===== src/rtl/branch_resolve_unit.sv =====
// EX-stage branch resolution: in-order queue of fetch-time predictions, checked against
// actual outcomes to produce the fetch redirect, the predictor update strobe and statistics.
module branch_resolve_unit #(
  parameter int DEPTH     = 4,
  parameter int CNT_WIDTH = 32
) (
  input  logic                 clk,
  input  logic                 rst,
  input  logic                 fetchValid,
  input  logic [31:0]          fetchPc,
  input  logic                 fetchPredTaken,
  input  logic [31:0]          fetchPredTarget,
  output logic                 fetchReady,
  input  logic                 exValid,
  input  logic                 exIsBranch,
  input  logic                 exActualTaken,
  input  logic [31:0]          exActualTarget,
  output logic                 redirectValid,
  output logic [31:0]          redirectPc,
  output logic                 bpBranch,
  output logic                 bpTaken,
  output logic [31:0]          bpPc,
  output logic [31:0]          bpTarget,
  output logic [CNT_WIDTH-1:0] branchCount,
  output logic [CNT_WIDTH-1:0] mispredictCount,
  output logic                 underflowErr
);

  localparam int PW = $clog2(DEPTH);
  localparam logic [PW:0] FullCount = DEPTH[PW:0];

  logic [31:0]          memPc_q         [DEPTH];
  logic                 memPredTaken_q  [DEPTH];
  logic [31:0]          memPredTarget_q [DEPTH];

  logic [PW-1:0]        wrPtr_q, wrPtr_d;
  logic [PW-1:0]        rdPtr_q, rdPtr_d;
  logic [PW:0]          count_q, count_d;

  logic                 redirectValid_q, redirectValid_d;
  logic [31:0]          redirectPc_q, redirectPc_d;
  logic                 bpBranch_q, bpBranch_d;
  logic                 bpTaken_q, bpTaken_d;
  logic [31:0]          bpPc_q, bpPc_d;
  logic [31:0]          bpTarget_q, bpTarget_d;
  logic [CNT_WIDTH-1:0] branchCount_q, branchCount_d;
  logic [CNT_WIDTH-1:0] mispredictCount_q, mispredictCount_d;
  logic                 underflowErr_q, underflowErr_d;

  logic                 popEn, pushEn, mispredict, flush, popBranch;
  logic [31:0]          headPc, headPredTarget, correctPc;
  logic                 headPredTaken;

  assign fetchReady     = (count_q != FullCount);
  assign headPc         = memPc_q[rdPtr_q];
  assign headPredTaken  = memPredTaken_q[rdPtr_q];
  assign headPredTarget = memPredTarget_q[rdPtr_q];

  // Resolve the head entry; a mispredict flushes the whole queue including any same-cycle push.
  always_comb begin
    popEn      = exValid && (count_q != '0);
    popBranch  = popEn && exIsBranch;
    mispredict = 1'b0;
    if (exIsBranch) begin
      mispredict = (headPredTaken != exActualTaken) ||
                   (headPredTaken && exActualTaken && (headPredTarget != exActualTarget));
    end else begin
      mispredict = headPredTaken;
    end
    flush     = popEn && mispredict;
    pushEn    = fetchValid && fetchReady && !flush;
    correctPc = (exIsBranch && exActualTaken) ? exActualTarget : headPc + 32'd4;
  end

  always_comb begin
    wrPtr_d = wrPtr_q;
    rdPtr_d = rdPtr_q;
    count_d = count_q;
    if (flush) begin
      wrPtr_d = '0;
      rdPtr_d = '0;
      count_d = '0;
    end else begin
      if (pushEn) wrPtr_d = wrPtr_q + PW'(1);
      if (popEn)  rdPtr_d = rdPtr_q + PW'(1);
      case ({pushEn, popEn})
        2'b10:   count_d = count_q + (PW+1)'(1);
        2'b01:   count_d = count_q - (PW+1)'(1);
        default: count_d = count_q;
      endcase
    end
  end

  // Pulses last one cycle; the accompanying data holds its last value between pulses.
  always_comb begin
    redirectValid_d   = flush;
    redirectPc_d      = flush ? correctPc : redirectPc_q;
    bpBranch_d        = popBranch;
    bpTaken_d         = popBranch ? exActualTaken  : bpTaken_q;
    bpPc_d            = popBranch ? headPc         : bpPc_q;
    bpTarget_d        = popBranch ? exActualTarget : bpTarget_q;
    branchCount_d     = branchCount_q + CNT_WIDTH'(popBranch);
    mispredictCount_d = mispredictCount_q + CNT_WIDTH'(flush);
    underflowErr_d    = underflowErr_q || (exValid && (count_q == '0));
  end

  always_ff @(posedge clk) begin
    if (pushEn) begin
      memPc_q[wrPtr_q]         <= fetchPc;
      memPredTaken_q[wrPtr_q]  <= fetchPredTaken;
      memPredTarget_q[wrPtr_q] <= fetchPredTarget;
    end
  end

  always_ff @(posedge clk or negedge rst) begin
    if (!rst) begin
      wrPtr_q           <= '0;
      rdPtr_q           <= '0;
      count_q           <= '0;
      redirectValid_q   <= 1'b0;
      redirectPc_q      <= '0;
      bpBranch_q        <= 1'b0;
      bpTaken_q         <= 1'b0;
      bpPc_q            <= '0;
      bpTarget_q        <= '0;
      branchCount_q     <= '0;
      mispredictCount_q <= '0;
      underflowErr_q    <= 1'b0;
    end else begin
      wrPtr_q           <= wrPtr_d;
      rdPtr_q           <= rdPtr_d;
      count_q           <= count_d;
      redirectValid_q   <= redirectValid_d;
      redirectPc_q      <= redirectPc_d;
      bpBranch_q        <= bpBranch_d;
      bpTaken_q         <= bpTaken_d;
      bpPc_q            <= bpPc_d;
      bpTarget_q        <= bpTarget_d;
      branchCount_q     <= branchCount_d;
      mispredictCount_q <= mispredictCount_d;
      underflowErr_q    <= underflowErr_d;
    end
  end

  assign redirectValid   = redirectValid_q;
  assign redirectPc      = redirectPc_q;
  assign bpBranch        = bpBranch_q;
  assign bpTaken         = bpTaken_q;
  assign bpPc            = bpPc_q;
  assign bpTarget        = bpTarget_q;
  assign branchCount     = branchCount_q;
  assign mispredictCount = mispredictCount_q;
  assign underflowErr    = underflowErr_q;

endmodule


===== config.mk =====
export PLATFORM = sky130hd
export DESIGN_NAME = branch_resolve_unit
export DESIGN_NICKNAME = d
export VERILOG_FILES = /design/src/rtl/branch_resolve_unit.sv
export SDC_FILE = /design/constraint.sdc
export NUM_CORES = 1
export LEC_CHECK = 0
export BUFFER_PORTS_ARGS = -buffer_cell sky130_fd_sc_hd__buf_2
export CORE_MARGIN = 2
export CORE_UTILIZATION = 34
export CTS_CLUSTER_SIZE = 14
export DETAILED_ROUTE_END_ITERATION = 6
export PLACE_DENSITY_LB_ADDON = 0.12
export RECOVER_POWER = 25
export SKIP_CTS_REPAIR_TIMING = 1
export SYNTH_ARGS = -nofsm -noshare
export SYNTH_HDL_FRONTEND = slang
export SYNTH_SLANG_ARGS = --single-unit

===== constraint.sdc =====
create_clock -name clk -period 5.3 [get_ports clk]
set_input_delay 1.06 -clock clk [delete_from_list [all_inputs] [get_ports clk]]
set_output_delay 1.06 -clock clk [all_outputs]
set_load 0.005 [all_outputs]

# After elaboration in Yosys (flattened, before gate mapping)
# Memory sizes are Yosys's and may differ from the RTL's.
# Cells that the tools add are included.
word_totals:
  mem_count: 3
  out_inout_bits: 165
  register_bits: 171
  elab_cells: 54
  ramBits: 260
  input_bits: 103
mem_list:
  columns: ["name", "words", "word_bits", "read_ports", "rd_clocked_by_memory_dff", "write_ports", "line_no", "rtl"]
  rows:
  - ["memPc_q", 4, 32, 1, 0, 1, "32", "logic [31:0] memPc_q [DEPTH];"]
  - ["memPredTarget_q", 4, 32, 1, 0, 1, "34", "logic [31:0] memPredTarget_q [DEPTH];"]
  - ["memPredTaken_q", 4, 1, 1, 0, 1, "33", "logic memPredTaken_q [DEPTH];"]
op_classes:
  reduce_logical: 17
  n_eq_ne: 5
  muxes: 10
  addsub: 7
op_table:
  columns: ["cell", "count"]
  rows:
  - ["$add A32 B1 Y32", 2]
  - ["$add A32 B3 Y32 const B", 1]
  - ["$mux W32", 1]
  - ["$ne A32 B32 Y1", 1]
  - ["$logic_and A1 B1 Y1", 9]
  - ["$mux W2", 4]
  - ["$pmux W3 S2", 1]
  - ["$reduce_bool A3 Y1", 2]
  - ["$add A2 B1 Y2 const B", 2]
  - ["$reduce_bool A2 Y1", 2]
  - ["$add A3 B1 Y3 const B", 1]
  - ["$logic_not A3 Y1", 1]
  - ["$mux W1", 3]
  - ["$mux W3", 1]
  - ["$ne A3 B3 Y1 const B", 1]
  - ["$sub A3 B1 Y3 const B", 1]
  - ["$eq A2 B1 Y1 const B", 1]
  - ["$eq A2 B2 Y1 const B", 1]
  - ["$logic_or A1 B1 Y1", 2]
  - ["$logic_not A1 Y1", 1]
  - ["$ne A1 B1 Y1", 1]

# Longest topological paths before layout
# An unclocked memory read counts as a cell.
depth:
  depth_word: 11
  depth_mapped: 20
  ltp_nobuf: 17

# Worst setup path before layout
# Ideal clock, no wire load.
synth_path:
  kind: "reg2reg"
  from: "reg rdPtr_q[0]"
  to: "mem memPc_q[0][0] (enable)"
  path_stages_with_launch: 12
  arrival_time_ns: 3.872
  t_required_ns: 4.870
  setup_ns: 0.430
  synth_period_minus_slack_ns: 4.303
  slack_ns: 0.997
  n_path_buf: 5
  cell_sequence: "dfrtp_1 buf_4 buf_6 buf_6 buf_6 mux4_2 ha_1 mux2i_1 nor2_1 nor2_4 buf_6 and3_1"
synth_between:
  elab_chain_len: 10
  elab_cells_between_ends: 13
  cone_classes: "eq/ne: 2; mux: 3; reduce/logical: 6; memory: 2"
synth_lines:
  columns: ["element", "line_no", "rtl"]
  rows:
  - ["start, declared", "37", "logic [PW-1:0] rdPtr_q, rdPtr_d;"]
  - ["start signal, assigned", "131", "rdPtr_q <= rdPtr_d;"]
  - ["$mem_v2 Z4 W32 / $mem_v2 Z4 W1 (equally long branches)", null, null]
  - ["$ne A32 B32 Y1 / $logic_and A1 B1 Y1 (equally long branches)", "66", "(headPredTaken && exActualTaken && (headPredTarget != exActualTarget));"]
  - ["$logic_and A1 B1 Y1", "66", null]
  - ["$logic_or A1 B1 Y1", "65", "mispredict = (headPredTaken != exActualTaken) ||"]
  - ["$mux W1 *", "64", "if (exIsBranch) begin"]
  - ["$logic_and A1 B1 Y1 *", "70", "flush = popEn && mispredict;"]
  - ["$logic_not A1 Y1 *", "71", "pushEn = fetchValid && fetchReady && !flush;"]
  - ["$logic_and A1 B1 Y1 *", "71", null]
  - ["$mux W1 *", "108", "if (pushEn) begin"]
  - ["$mux W1 (not written as such) *", "109", "memPc_q[wrPtr_q] <= fetchPc;"]
  - ["end, declared", "32", null]
# Mark *: on every way between the ends. The rest lies on a longest branch, timed or not.

# Final worst setup path
layout_path:
  from: "reg rdPtr_q[0]"
  to: "reg count_q[2]"
layout_between:
  elab_chain_len: 11
  elab_cells_between_ends: 16
  cone_classes: "eq/ne: 4; mux: 3; reduce/logical: 7; memory: 2"
layout_lines:
  columns: ["element", "line_no", "rtl"]
  rows:
  - ["$mem_v2 Z4 W32 / $mem_v2 Z4 W1 (equally long branches)", null, null]
  - ["$ne A32 B32 Y1 / $logic_and A1 B1 Y1 (equally long branches)", "66", null]
  - ["$logic_and A1 B1 Y1", "66", null]
  - ["$logic_or A1 B1 Y1", "65", null]
  - ["$mux W1 *", "64", null]
  - ["$logic_and A1 B1 Y1 *", "70", null]
  - ["$logic_not A1 Y1", "71", null]
  - ["$logic_and A1 B1 Y1", "71", null]
  - ["$eq A2 B1 Y1 / $eq A2 B2 Y1 (equally long branches)", "86", "case ({pushEn, popEn})"]
  - ["$pmux W3 S2", "86", null]
  - ["$mux W3", "79", "if (flush) begin"]
  - ["end signal, assigned", "132", "count_q <= count_d;"]
  - ["end, declared", "38", "logic [PW:0] count_q, count_d;"]
# Marked as above.
# A chain may end at the register's enable or synchronous reset.

==> summary.txt <==
Multi-input gate area - 0.00517 mm2
per-cell routed wire length - 22.6 um
count of unique library cells instantiated by Yosys - 42
DRC Markers - 0
arithmetic-cell share of the synthesized area counting full adders, half adders and majority gates - 0.00829
total negative slack - 0 ns
class of the most critical setup path - flip-flop to flip-flop
Place WS - 0.753 ns
largest area contributor in the netlist - sky130_fd_sc_hd__edfxtp_1
end point of the most critical hold path - branchCount[31]
total placed cells including tap cells - 1,966
first-pass GRT wire length - 69.1 mm
proportion of synthesized chip area in sequential cells - 0.691
TritonCTS clock tree - done
clock tree root driver cell - sky130_fd_sc_hd__clkbuf_16
Total Routed Length - 46.6 mm
Vias - 9,919
parity-gate share of the synthesized area counting xor and xnor cells - 0.0616
highest-count cells in the layout ignoring fill and taps - sky130_fd_sc_hd__edfxtp_1, sky130_fd_sc_hd__buf_2, sky130_fd_sc_hd__dfrtp_1
NumNets Final - 1,452
worst slack on hold paths - 0.469 ns
area added between synthesis and finish - 21.8%
Worst Hold Class - flip-flop to flip-flop
RSZ-0062 raised after global routing - no
total CTS buffers - 50
IR Drop Worst-Case VDD - 0.249 mV
Layout Utilization - 0.417
dominant combinational cell family by area after synthesis - multiplexers
register area - 0.0121 mm2
flip-flop and latch count after synthesis - 431
fraction of synthesized cell area taken by the top area cell type - 0.446
run status - finished, final reports clean
type of element capturing the critical path - flip-flop
number of I/O port buffers - 267
simple-gate area share of the yosys netlist - 0.0634
area inside the core boundary - 0.0511 mm2
Net Count, Synth - 1,144
share of cell area taken by muxes after synthesis - 0.149
least setup slack across all paths after layout - 0.843 ns
crit-path max FO - 39
CP Launch Point - rdPtr_q[0]
crit start category - flip-flop
Clk Latency, worst-skew pair - 0.59 ns
worst hold path depth - 1
worst clock skew - 0.0265 ns
maximum clock insertion buffer count - 3
count of H-tree levels built during CTS - 2
final setup violation count - 0
CP cell instances - buf_12, mux4_2, xnor2_1, nand4_1, nor4_1, a21oi_1, buf_4, nor2_4, buf_4, a21oi_1, fa_1, mux4_2, a22o_1
number of enable flip-flop cells after synthesis - 260
number of warning messages in the yosys log - 0
Post-Synthesis Cell Area - 0.0175 mm2
total count of max-transition violations in the final report - 0
met1 capacity usage during global routing - 0.240
count of TritonRoute iterations in the first routing pass - 4
Vias per Instance - 4.81
critical path arrival - 4.93 ns
post-place instance area - 0.0198 mm2
most utilized layer in the global route result - met2
via count of the first global-routing pass - 10,473
number of rows created at floorplan - 83
Primary FF master, synth - sky130_fd_sc_hd__edfxtp_1
startpoint of the worst register-to-register path - rdPtr_q[0]
Highest Clock Rate - 224 MHz
part of the cycle the worst path needs - 0.841
leftover overflow at the end of global routing - 0
Avg Cell Area, Syn - 17.0 um2
compound-gate portion of the synthesized area - 0.0119
global-route usage over all layers - 0.176
Pwr Density - 542 mW/mm2
Finished Cell Area - 0.0213 mm2
Final min period - 4.46 ns
Register-to-Register Path Depth - 13
initial core utilization - 0.342
power after layout - 11.5 mW
Worst path top cell family by delay - multiplexers
cell type of the slowest stage on the worst timing path - sky130_fd_sc_hd__dfrtp_4
crit-path max cell delay - 0.71 ns
GR Util met3 - 0.0383
endpoint of the most critical register-to-register path - count_q[2]
share of cells above drive strength 1 - 0.332
non-filler instance count after layout - 2,061
Critical Path RT - 5.77 ns
count of final hold-check violations - 0
number of violations reported at the end of detailed-routing iteration 0 - 442
global placer's final weighted congestion - 0.765
width of the die - 231 um
Critical path buffers and inverters - 3
Detailed Place HPWL - 32.2 mm
maximum number of pins on one net before global-route repair - 98
number of antenna violations at the first check in global routing - 3
hold_sp - branchCount[31]
most common library cell in the layout ignoring fill and taps - sky130_fd_sc_hd__edfxtp_1
synth top area cells - sky130_fd_sc_hd__edfxtp_1, sky130_fd_sc_hd__dfrtp_1, sky130_fd_sc_hd__mux4_2
clock edge transition at the registers on the reported setup and hold paths - 0.06 ns
measured slew at the worst slew-check pin - 0.878 ns
fraction of registers with async set/reset - 0.397
die outline area - 0.0533 mm2
IO Pins - 268
max cap viols - 0
leakage power - 8.14 nW
met2 track demand over resource in global routing - 0.284
vertical die dimension - 231 um
antenna-violating nets left - 0
Sink Count - 431
Register-to-Register Setup Slack - 0.84 ns
max_slew headroom - 0.414
gate count of the mapped netlist - 1,030
filler instances - 4,761
power breakdown:
| group | internal, mW | switching (mW) | total, mW | leakage [nW] |
|---|---|---|---|---|
| combinational | 1.60 | 1.70 | 3.30 | 2.84 |
| clock | 2.01 | 1.39 | 3.40 | 0.809 |
| sequential | 4.41 | 0.435 | 4.84 | 4.49 |
| total | 8.02 | 3.53 | 11.5 | 8.14 |
kinds of logic after synthesis:
logic type / after synthesis
compound gates: 39
xor+xnor: 123
fa+ha+maj: 11
buf+inv: 46
flops: 431
mux: 166
simple gates: 214
Yosys cell counts, types with 2 or more instances:
cell type / n
sky130_fd_sc_hd__edfxtp_1: 260
sky130_fd_sc_hd__dfrtp_1: 171
sky130_fd_sc_hd__xnor2_1: 97
sky130_fd_sc_hd__mux2_2: 66
sky130_fd_sc_hd__mux4_2: 66
sky130_fd_sc_hd__nor2_1: 58
sky130_fd_sc_hd__nand2_1: 45
sky130_fd_sc_hd__mux2_1: 32
sky130_fd_sc_hd__nand3_1: 32
sky130_fd_sc_hd__a21oi_1: 31
sky130_fd_sc_hd__xor2_1: 26
sky130_fd_sc_hd__nand4_1: 19
sky130_fd_sc_hd__and3_1: 15
sky130_fd_sc_hd__clkbuf_1: 13
sky130_fd_sc_hd__nor3_1: 12
sky130_fd_sc_hd__inv_1: 11
sky130_fd_sc_hd__and4_1: 10
sky130_fd_sc_hd__buf_6: 10
sky130_fd_sc_hd__ha_1: 10
sky130_fd_sc_hd__and2_1: 8
sky130_fd_sc_hd__buf_2: 5
sky130_fd_sc_hd__buf_1: 4
sky130_fd_sc_hd__o21ai_0: 4
sky130_fd_sc_hd__nor4_1: 3
sky130_fd_sc_hd__nor4_2: 3
sky130_fd_sc_hd__buf_4: 2
sky130_fd_sc_hd__mux2i_1: 2
registers in the layout, summed over array words and instances, names as in the netlist:
register,cells
redirectPc,32
wrPtr_q,2
bpTarget,32
mispredictCount,32
bpPc,32
memPc_q,128
underflowErr,1
redirectValid,1
memPredTaken_q,4
memPredTarget_q,128
branchCount,32
count_q,3
rdPtr_q,2
bpTaken,1
bpBranch,1
area by class of cell:
cell class	count	share of cell area
flip-flops and latches	431	0.567
multi-input cells	553	0.243
repair buffers	290	0.0710
clock buffers	69	0.0663
well taps	680	0.0399
clock inverters	25	0.0105
inverters	12	0.00211
diodes	1	0.000117
worst max path at each step:
stage	to	slack, ns	cells past startpoint
6_report	count_q[2]	0.84	13
5_1_grt	count_q[2]	0.47	13
4_1_cts	count_q[2]	0.74	13
3_5_place_dp	count_q[2]	0.75	13
3_3_place_gp	memPredTarget_q[0][1]	0.79	11
2_1_floorplan	memPc_q[0][0]	1.0	11
metal layers:
layer / vias up / share of wire
met5: - / 0.00058
met2: 267 / 0.47
li1: 4504 / -
met4: 4 / 0.021
met1: 5079 / 0.45
met3: 65 / 0.055
Note: power is estimated with default switching activity, not from simulation.
